==> src/rtl/spi_reg_ctrl.sv <==
// ---------------------------------------------------------------------------
// spi_reg_ctrl
//
// Command controller behind an SPI slave byte interface. A chip-select framed
// byte stream is decoded into register-bank accesses:
//   byte 0       : command, bit 7 = read (1) / write (0), bits [ADDR_W-1:0] = address
//   bytes 1..n   : write data (write burst) or dummy bytes (read burst)
// The address auto-increments (mod 2^ADDR_W) after every data byte. For reads
// the first byte is prefetched straight after the command byte, and each
// following byte is prefetched when the master has clocked out the previous one.
//
// The SPI-domain cs and rx_valid are synchronized into clk here. rx_data is
// only sampled once the synchronized rx_valid edge is seen, when it is stable.
//
// Ports:
//   clk, rst             system clock, asynchronous active-high reset
//   cs                   SPI chip select (active low, asynchronous)
//   rx_data, rx_valid    received byte and its flag from the SPI slave
//   tx_data, tx_start    byte to return to the master and its 1-cycle load pulse
//   reg_addr, reg_wdata  register bank address / write data
//   reg_we, reg_re       1-cycle write / read strobes
//   reg_rdata            register read data, valid the cycle after reg_re
//   busy                 frame active (registered, inverted synchronized cs)
//   err                  sticky out-of-range flag, cleared when a new frame starts
// ---------------------------------------------------------------------------
module spi_reg_ctrl #(
    parameter int ADDR_W = 7,
    parameter int DEPTH  = 128
) (
    input  logic              clk,
    input  logic              rst,
    input  logic              cs,
    input  logic [7:0]        rx_data,
    input  logic              rx_valid,
    output logic [7:0]        tx_data,
    output logic              tx_start,
    output logic [ADDR_W-1:0] reg_addr,
    output logic [7:0]        reg_wdata,
    output logic              reg_we,
    output logic              reg_re,
    input  logic [7:0]        reg_rdata,
    output logic              busy,
    output logic              err
);

    typedef enum logic [2:0] {
        S_IDLE,
        S_CMD,
        S_WR,
        S_RD_REQ,
        S_RD_LOAD,
        S_RD_WAIT
    } state_t;

    // One extra bit so DEPTH == 2^ADDR_W is representable in the compare.
    localparam logic [ADDR_W:0] DEPTH_LIM = (ADDR_W + 1)'(DEPTH);

    function automatic logic in_range(input logic [ADDR_W-1:0] a);
        return {1'b0, a} < DEPTH_LIM;
    endfunction

    // ------------------------------------------------------------------
    // Synchronizers and strobe generation
    // ------------------------------------------------------------------
    logic [1:0]        cs_sync;
    logic              cs_s;
    logic [1:0]        rxv_sync;
    logic              rxv_prev;
    logic              rx_stb;
    logic [7:0]        rx_byte;
    logic [1:0]        sync_ready;
    logic              armed;

    assign cs_s = cs_sync[1];

    // NOTE: sequential state uses non-blocking assignments so every flop
    // samples the pre-edge value of its neighbours, exactly like hardware.
    always_ff @(posedge clk or posedge rst) begin
        if (rst) begin
            cs_sync    <= 2'b11;
            rxv_sync   <= 2'b00;
            rxv_prev   <= 1'b0;
            rx_stb     <= 1'b0;
            rx_byte    <= 8'h00;
            sync_ready <= 2'b00;
            armed      <= 1'b0;
            busy       <= 1'b0;
        end else begin
            cs_sync    <= {cs_sync[0], cs};
            rxv_sync   <= {rxv_sync[0], rx_valid};
            rxv_prev   <= rxv_sync[1];
            rx_stb     <= rxv_sync[1] & ~rxv_prev;
            if (rxv_sync[1] && !rxv_prev) begin
                rx_byte <= rx_data;
            end
            // The cs synchronizer resets to "deselected"; only trust cs_s once
            // real cs has flushed through, so a frame already running at reset
            // release is ignored until cs has been seen high.
            sync_ready <= {sync_ready[0], 1'b1};
            if (sync_ready[1] && cs_s) begin
                armed <= 1'b1;
            end
            busy <= ~cs_s;
        end
    end

    // ------------------------------------------------------------------
    // FSM: state register
    // ------------------------------------------------------------------
    state_t state;
    state_t state_nxt;

    always_ff @(posedge clk or posedge rst) begin
        if (rst) begin
            state <= S_IDLE;
        end else begin
            state <= state_nxt;
        end
    end

    // ------------------------------------------------------------------
    // FSM: next state
    // ------------------------------------------------------------------
    // NOTE: every variable written in an always_comb gets a default first,
    // otherwise paths that skip an assignment infer a latch.
    always_comb begin
        state_nxt = state;
        if (cs_s) begin
            // Deselect wins over everything, including a coincident rx_stb.
            state_nxt = S_IDLE;
        end else begin
            unique case (state)
                S_IDLE:    if (armed)  state_nxt = S_CMD;
                S_CMD:     if (rx_stb) state_nxt = rx_byte[7] ? S_RD_REQ : S_WR;
                S_WR:      state_nxt = S_WR;
                S_RD_REQ:  state_nxt = S_RD_LOAD;
                S_RD_LOAD: state_nxt = S_RD_WAIT;
                S_RD_WAIT: if (rx_stb) state_nxt = S_RD_REQ;
                default:   state_nxt = S_IDLE;
            endcase
        end
    end

    // ------------------------------------------------------------------
    // FSM: outputs and datapath controls
    // ------------------------------------------------------------------
    logic [ADDR_W-1:0] addr;
    logic [7:0]        tx_data_q;
    logic              wr_fire;
    logic              err_set;
    logic              err_clr;
    logic              cmd_load;
    logic              addr_inc;

    always_comb begin
        reg_re   = 1'b0;
        tx_start = 1'b0;
        tx_data  = tx_data_q;
        wr_fire  = 1'b0;
        err_set  = 1'b0;
        err_clr  = 1'b0;
        cmd_load = 1'b0;
        addr_inc = 1'b0;
        if (!cs_s) begin
            unique case (state)
                S_IDLE: err_clr = armed;
                S_CMD:  cmd_load = rx_stb;
                S_WR: begin
                    if (rx_stb) begin
                        wr_fire  = in_range(addr);
                        err_set  = !in_range(addr);
                        addr_inc = 1'b1;
                    end
                end
                S_RD_REQ: begin
                    reg_re  = in_range(addr);
                    err_set = !in_range(addr);
                end
                S_RD_LOAD: begin
                    // Read data arrives this cycle; present it with the load
                    // pulse and keep it in tx_data_q afterwards.
                    tx_start = 1'b1;
                    tx_data  = in_range(addr) ? reg_rdata : 8'hFF;
                    addr_inc = 1'b1;
                end
                default: ;
            endcase
        end
    end

    always_ff @(posedge clk or posedge rst) begin
        if (rst) begin
            addr      <= '0;
            reg_addr  <= '0;
            reg_wdata <= 8'h00;
            reg_we    <= 1'b0;
            tx_data_q <= 8'h00;
            err       <= 1'b0;
        end else begin
            reg_we <= wr_fire;
            if (wr_fire) begin
                reg_addr  <= addr;
                reg_wdata <= rx_byte;
            end
            // Read address must be on the bus during RD_REQ, when reg_re is decoded.
            if (state_nxt == S_RD_REQ) begin
                reg_addr <= cmd_load ? rx_byte[ADDR_W-1:0] : addr;
            end
            if (cmd_load) begin
                addr <= rx_byte[ADDR_W-1:0];
            end else if (addr_inc) begin
                addr <= addr + ADDR_W'(1);
            end
            if (tx_start) begin
                tx_data_q <= tx_data;
            end
            if (err_clr) begin
                err <= 1'b0;
            end else if (err_set) begin
                err <= 1'b1;
            end
        end
    end

endmodule

==> config.mk <==
export PLATFORM = sky130hd
export DESIGN_NAME = spi_reg_ctrl
export DESIGN_NICKNAME = d
export VERILOG_FILES = /design/src/rtl/spi_reg_ctrl.sv
export SDC_FILE = /design/constraint.sdc
export NUM_CORES = 1
export LEC_CHECK = 0
export CORE_MARGIN = 3
export CORE_UTILIZATION = 53
export CTS_BUF_LIST = sky130_fd_sc_hd__clkbuf_4 sky130_fd_sc_hd__clkbuf_8
export CTS_CLUSTER_SIZE = 24
export DETAILED_ROUTE_END_ITERATION = 16
export HOLD_SLACK_MARGIN = 0.03
export PLACE_DENSITY = 0.87
export SKIP_CTS_REPAIR_TIMING = 1
export SYNTH_ARGS = -nofsm -noshare
export SYNTH_HDL_FRONTEND = slang
export SYNTH_SLANG_ARGS = --single-unit
==> constraint.sdc <==
create_clock -name clk -period 2.64 [get_ports clk]
set_input_delay 0.792 -clock clk [delete_from_list [all_inputs] [get_ports clk]]
set_output_delay 0.792 -clock clk [all_outputs]
set_load 0.05 [all_outputs]
==> impl_results.html, run 1 <==
<table>
<tr><th>Metric</th><th>Value</th></tr>
<tr><th colspan="2">Status</th></tr>
<tr><td>Result of the run</td><td>finished clean</td></tr>
<tr><th colspan="2">Timing</th></tr>
<tr><td>Number of hold violations in the final report</td><td>0</td></tr>
<tr><td>Fin Hold WS</td><td>0.3527 ns</td></tr>
<tr><td>Min Tclk post-route</td><td>2.577 ns</td></tr>
<tr><td>Worst relative slew slack</td><td>37.97%</td></tr>
<tr><td>Measured slew at the worst slew-check pin</td><td>0.9285 ns</td></tr>
<tr><td>Setup repair after global routing missed its margin</td><td>false</td></tr>
<tr><td>Fmax</td><td>0.3880 GHz</td></tr>
<tr><td>Setup-violating endpoint count in the final report</td><td>0</td></tr>
<tr><td>Slew Viols, Final</td><td>0</td></tr>
<tr><td>Period utilization</td><td>97.63%</td></tr>
<tr><td>Final clock skew</td><td>0.01049 ns</td></tr>
<tr><th colspan="2">Yosys</th></tr>
<tr><td>Post-synth top flop</td><td>sky130_fd_sc_hd__dfrtp_1</td></tr>
<tr><td>Post-synth top area cell</td><td>sky130_fd_sc_hd__dfrtp_1</td></tr>
<tr><td>Count of flip-flops with a built-in enable after synthesis</td><td>0</td></tr>
<tr><td>Avg Cell Area, Syn</td><td>12.93 µm²</td></tr>
<tr><td>XOR/XNOR share of the synthesized area</td><td>1.522%</td></tr>
<tr><td>Largest family of logic cells by synthesized area</td><td>multiplexers</td></tr>
<tr><td>Synth Area in Adders</td><td>0.5435%</td></tr>
<tr><td>Number of warnings issued by yosys</td><td>0</td></tr>
<tr><td>Leading cell types by total area after synthesis</td><td>sky130_fd_sc_hd__dfrtp_1 (54%), sky130_fd_sc_hd__mux2_2 (14%), sky130_fd_sc_hd__a221o_1 (3.0%)</td></tr>
<tr><td>Cell Area, Synth</td><td>2302 µm²</td></tr>
<tr><td>Net count of the mapped netlist</td><td>199</td></tr>
<tr><td>Async SR Flop Fraction</td><td>100.0%</td></tr>
<tr><td>Post-synthesis cell type count</td><td>42</td></tr>
<tr><td>Synth top area share</td><td>54.35%</td></tr>
<tr><td>Cell count after synthesis</td><td>178</td></tr>
<tr><td>Register area share after synthesis</td><td>56.63%</td></tr>
<tr><td>Fraction of synthesized area in multiplexers</td><td>15.11%</td></tr>
<tr><td>Simple-gate portion of the synthesized area</td><td>11.41%</td></tr>
<tr><td>Compound-cell area share of the yosys netlist</td><td>10.33%</td></tr>
<tr><td>Seq cells post-synth</td><td>52</td></tr>
<tr><th colspan="2">Setup path</th></tr>
<tr><td>Start point of the critical path</td><td>state[1]</td></tr>
<tr><td>WS Path Type</td><td>register to output pin</td></tr>
<tr><td>Dominant delay contributor by cell family on the critical path</td><td>simple AND/OR/NAND/NOR gates</td></tr>
<tr><td>Slowest stage delay, CP</td><td>0.40 ns</td></tr>
<tr><td>Crit path capture type</td><td>output pin</td></tr>
<tr><td>Reg2Reg Depth</td><td>5</td></tr>
<tr><td>Cell count along the critical path</td><td>4</td></tr>
<tr><td>Maximum fanout encountered on the critical timing path</td><td>9</td></tr>
<tr><td>Data arrival, critical path</td><td>1.79 ns</td></tr>
<tr><td>Worst reg2reg startpoint</td><td>state[1]</td></tr>
<tr><td>Reg2reg setup slack</td><td>0.95 ns</td></tr>
<tr><td>Buffering stage count on the worst path with inverters included</td><td>1</td></tr>
<tr><td>Crit Reg-Reg Endpoint</td><td>addr[0]</td></tr>
<tr><td>Required arrival time at the worst endpoint</td><td>1.85 ns</td></tr>
<tr><td>Ordered cell list for the critical path</td><td>nand2b_2, nor2_8, mux2_1, buf_4</td></tr>
<tr><td>Critical Path Start Type</td><td>register</td></tr>
<tr><td>Timing endpoint of the critical path</td><td>tx_data[5]</td></tr>
<tr><td>Slowest library cell on the worst path</td><td>sky130_fd_sc_hd__dfrtp_1</td></tr>
<tr><th colspan="2">Place</th></tr>
<tr><td>Buffers added on ports</td><td>46</td></tr>
<tr><td>Detail Placement HPWL</td><td>3256 µm</td></tr>
<tr><td>Routability Congestion</td><td>0.8540</td></tr>
<tr><th colspan="2">Global routing</th></tr>
<tr><td>Global-route total usage across every layer</td><td>19.88%</td></tr>
<tr><td>Antenna violations before repair</td><td>0</td></tr>
<tr><td>Largest net degree at the start of global routing</td><td>30</td></tr>
<tr><td>Vias in the first global route</td><td>1650</td></tr>
<tr><td>GRT overflow</td><td>0</td></tr>
<tr><td>First-pass GRT wire length</td><td>7907 µm</td></tr>
<tr><th colspan="2">Worst hold path</th></tr>
<tr><td>Number of cells traversed by the worst hold path</td><td>0</td></tr>
<tr><td>Worst hold path type</td><td>register to register</td></tr>
<tr><th colspan="2">Final layout</th></tr>
<tr><td>Layout Nets</td><td>254</td></tr>
<tr><td>N_diodes</td><td>0</td></tr>
<tr><td>Fraction of final layout cells sized beyond drive strength 1</td><td>30.47%</td></tr>
<tr><td>Leading cell type in the layout, fill and taps excluded</td><td>sky130_fd_sc_hd__dfrtp_1</td></tr>
<tr><td>Layout Area Growth over Synthesis</td><td>30.38%</td></tr>
<tr><td>Commonest non-fill, non-tap cells in the layout</td><td>sky130_fd_sc_hd__dfrtp_1 (49), sky130_fd_sc_hd__clkdlybuf4s50_1 (36), sky130_fd_sc_hd__mux2_2 (28), sky130_fd_sc_hd__buf_4 (12), sky130_fd_sc_hd__nand2_1 (11)</td></tr>
<tr><th colspan="2">Floorplan</th></tr>
<tr><td>Area of the core region</td><td>4086 µm²</td></tr>
<tr><td>Die Y-Extent</td><td>71.91 µm</td></tr>
<tr><td>Die Outline Area</td><td>5170 µm²</td></tr>
<tr><td>Initial core utilization</td><td>56.34%</td></tr>
<tr><td>Cell Rows</td><td>23</td></tr>
<tr><td>Die width</td><td>71.91 µm</td></tr>
<tr><td>Boundary pin count</td><td>48</td></tr>
<tr><th colspan="2">Detailed routing</th></tr>
<tr><td>Number of vias after detailed routing</td><td>1589</td></tr>
<tr><td>Total routed wire length on the met1 layer</td><td>2137 µm</td></tr>
<tr><td>Aggregate routed wire length</td><td>4828 µm</td></tr>
<tr><td>Count of TritonRoute iterations in the first routing pass</td><td>4</td></tr>
<tr><td>WL/cell</td><td>17.06 µm</td></tr>
<tr><td>Residual DRC</td><td>0</td></tr>
<tr><td>Detail Route met2 WL</td><td>2430 µm</td></tr>
<tr><td>Average via count per standard cell</td><td>5.615</td></tr>
<tr><td>Highest metal layer with signal wires</td><td>met4</td></tr>
<tr><td>Detailed-routed wire length on met3</td><td>181 µm</td></tr>
<tr><td>Post-route ant nets</td><td>0</td></tr>
<tr><td>DR iter-0 viols</td><td>109</td></tr>
<tr><th colspan="2">Pwr</th></tr>
<tr><td>VDD IR-drop max</td><td>0.5059 mV</td></tr>
<tr><td>Standby leakage power</td><td>1.392 nW</td></tr>
<tr><td>Power after layout</td><td>2.277 mW</td></tr>
<tr><td>Switching part of the total power</td><td>36.04%</td></tr>
<tr><td>Cell internal power dissipation</td><td>1.456 mW</td></tr>
<tr><td>Combinational Power Share</td><td>34.6%</td></tr>
<tr><td>Power per cell area</td><td>758.5 nW/µm²</td></tr>
<tr><td>Power share of the clock group</td><td>19.2%</td></tr>
<tr><td>Part of the power in registers</td><td>46.2%</td></tr>
<tr><td>Net switching power</td><td>0.8206 mW</td></tr>
<tr><th colspan="2">CTS</th></tr>
<tr><td>Library cell used as clock root buffer</td><td>sky130_fd_sc_hd__clkbuf_8</td></tr>
<tr><td>Total CTS buffers</td><td>5</td></tr>
<tr><td>TritonCTS clock tree</td><td>built</td></tr>
<tr><td>Clk pin slew, worst setup/hold paths</td><td>0.09 ns</td></tr>
<tr><td>Clock tree buffer depth</td><td>2</td></tr>
<tr><td>CTS H-tree lvls</td><td>2</td></tr>
<tr><td>Sinks on the clock net</td><td>52</td></tr>
<tr><td>Clock insertion delay at the later pin of the skew report</td><td>0.31 ns</td></tr>
<tr><th colspan="2">Flow run</th></tr>
<tr><td># Max-Cap Violations</td><td>0</td></tr>
</table>
## worst min-delay path by stage
| stage | endpoint | start |
|---|---|---|
| after floorplan | rxv_sync[1] | rxv_sync[0] |
| after global placement | rxv_sync[1] | rxv_sync[0] |
| after detailed placement | rxv_sync[1] | rxv_sync[0] |
| after CTS | rxv_sync[1] | rxv_sync[0] |
| after global routing | rxv_sync[1] | rxv_sync[0] |
| final | rxv_sync[1] | rxv_sync[0] |
## worst register-to-register path, delay by kind of cell, from the launching register on
kind                   cells  cell delay, ns
buffers and inverters      1            0.16
AND/OR/NAND/NOR            3            0.84
flip-flops                 1            0.40
AO/OA/AOI/OAI              1            0.20
## synthesized netlist by cell type (all sizes together), types with 2 or more instances
library cell,number
inv,6
conb,2
and3,9
mux2,30
clkbuf,2
nand2,12
nor2b,3
dfstp,2
nand3,3
nor3,2
buf,7
a21o,2
nor2,7
xnor2,4
o21ai,8
a21oi,4
nor3b,2
a211oi,4
a221o,7
dfrtp,50
## cell type report
| class | count | area [µm²] |
|---|---|---|
| clock buffers | 5 | 68.82 |
| clock inverters | 2 | 12.51 |
| fillers | 263 | 1085 |
| inverters | 6 | 22.52 |
| multi-input cells | 112 | 919.6 |
| flip-flops and latches | 52 | 1305 |
| well taps | 50 | 62.56 |
| repair buffers | 56 | 610.6 |
## kinds of logic (layout without fill, tap and decap cells)
family / after synthesis / after routing
flip-flops: 52 / 52
XOR/XNOR: 4 / 4
AO/OA/AOI/OAI: 29 / 29
buffers and inverters: 15 / 69
AND/OR/NAND/NOR: 44 / 45
other: 2 / 2
adder cells (fa/ha/maj): 1 / 1
multiplexers: 31 / 31
## power by group through the flow
stage	clock [mW]	combinational, mW	sequential [mW]
2_1_floorplan	0	0.314	1.24
3_3_place_gp	0	0.771	1.05
3_5_place_dp	0	0.785	1.06
4_1_cts	0.441	0.791	1.05
5_1_grt	0.474	0.833	1.07
6_report	0.437	0.788	1.05
## registers in the layout, indices dropped and copies added, names as in the netlist
name        count
cs_sync         2
busy            1
reg_wdata       8
armed           1
reg_we          1
rx_stb          1
sync_ready      2
tx_data_q       8
state           3
addr            7
rxv_sync        2
rx_byte         8
rxv_prev        1
reg_addr        7
## per-layer routing
metal	up-vias	track usage, %
met3	8	4.848
met2	34	31.63
met5	-	0
li1	736	-
met1	811	26.64
met4	0	7.516
## metrics by stage
step                worst slack (ns)  TNS, ns  util [%]  area [µm²]  instances
global placement              0.1699        0     70.30        2873        271
detailed placement            0.1030        0     70.30        2873        271
CTS                          -0.1190  -0.8812     72.29        2954        278
floorplan                     0.1112        0         -        2302        178
finish                       0.06270        0     73.45        3002        283
global route                0.001566        0     73.45        3002        283
No activity file was read; power rests on OpenSTA's default activity.
==> run 2, diff against run 1 <==
--- a/config.mk
+++ b/config.mk
@@ -10,7 +10,7 @@
 export CTS_BUF_LIST = sky130_fd_sc_hd__clkbuf_4 sky130_fd_sc_hd__clkbuf_8
 export CTS_CLUSTER_SIZE = 24
 export DETAILED_ROUTE_END_ITERATION = 16
-export HOLD_SLACK_MARGIN = 0.03
+export HOLD_SLACK_MARGIN = 0.02
 export PLACE_DENSITY = 0.87
 export SKIP_CTS_REPAIR_TIMING = 1
 export SYNTH_ARGS = -nofsm -noshare
==> results of run 2 <==
No change in the layout: final DEF, timing and power equal those of run 1.
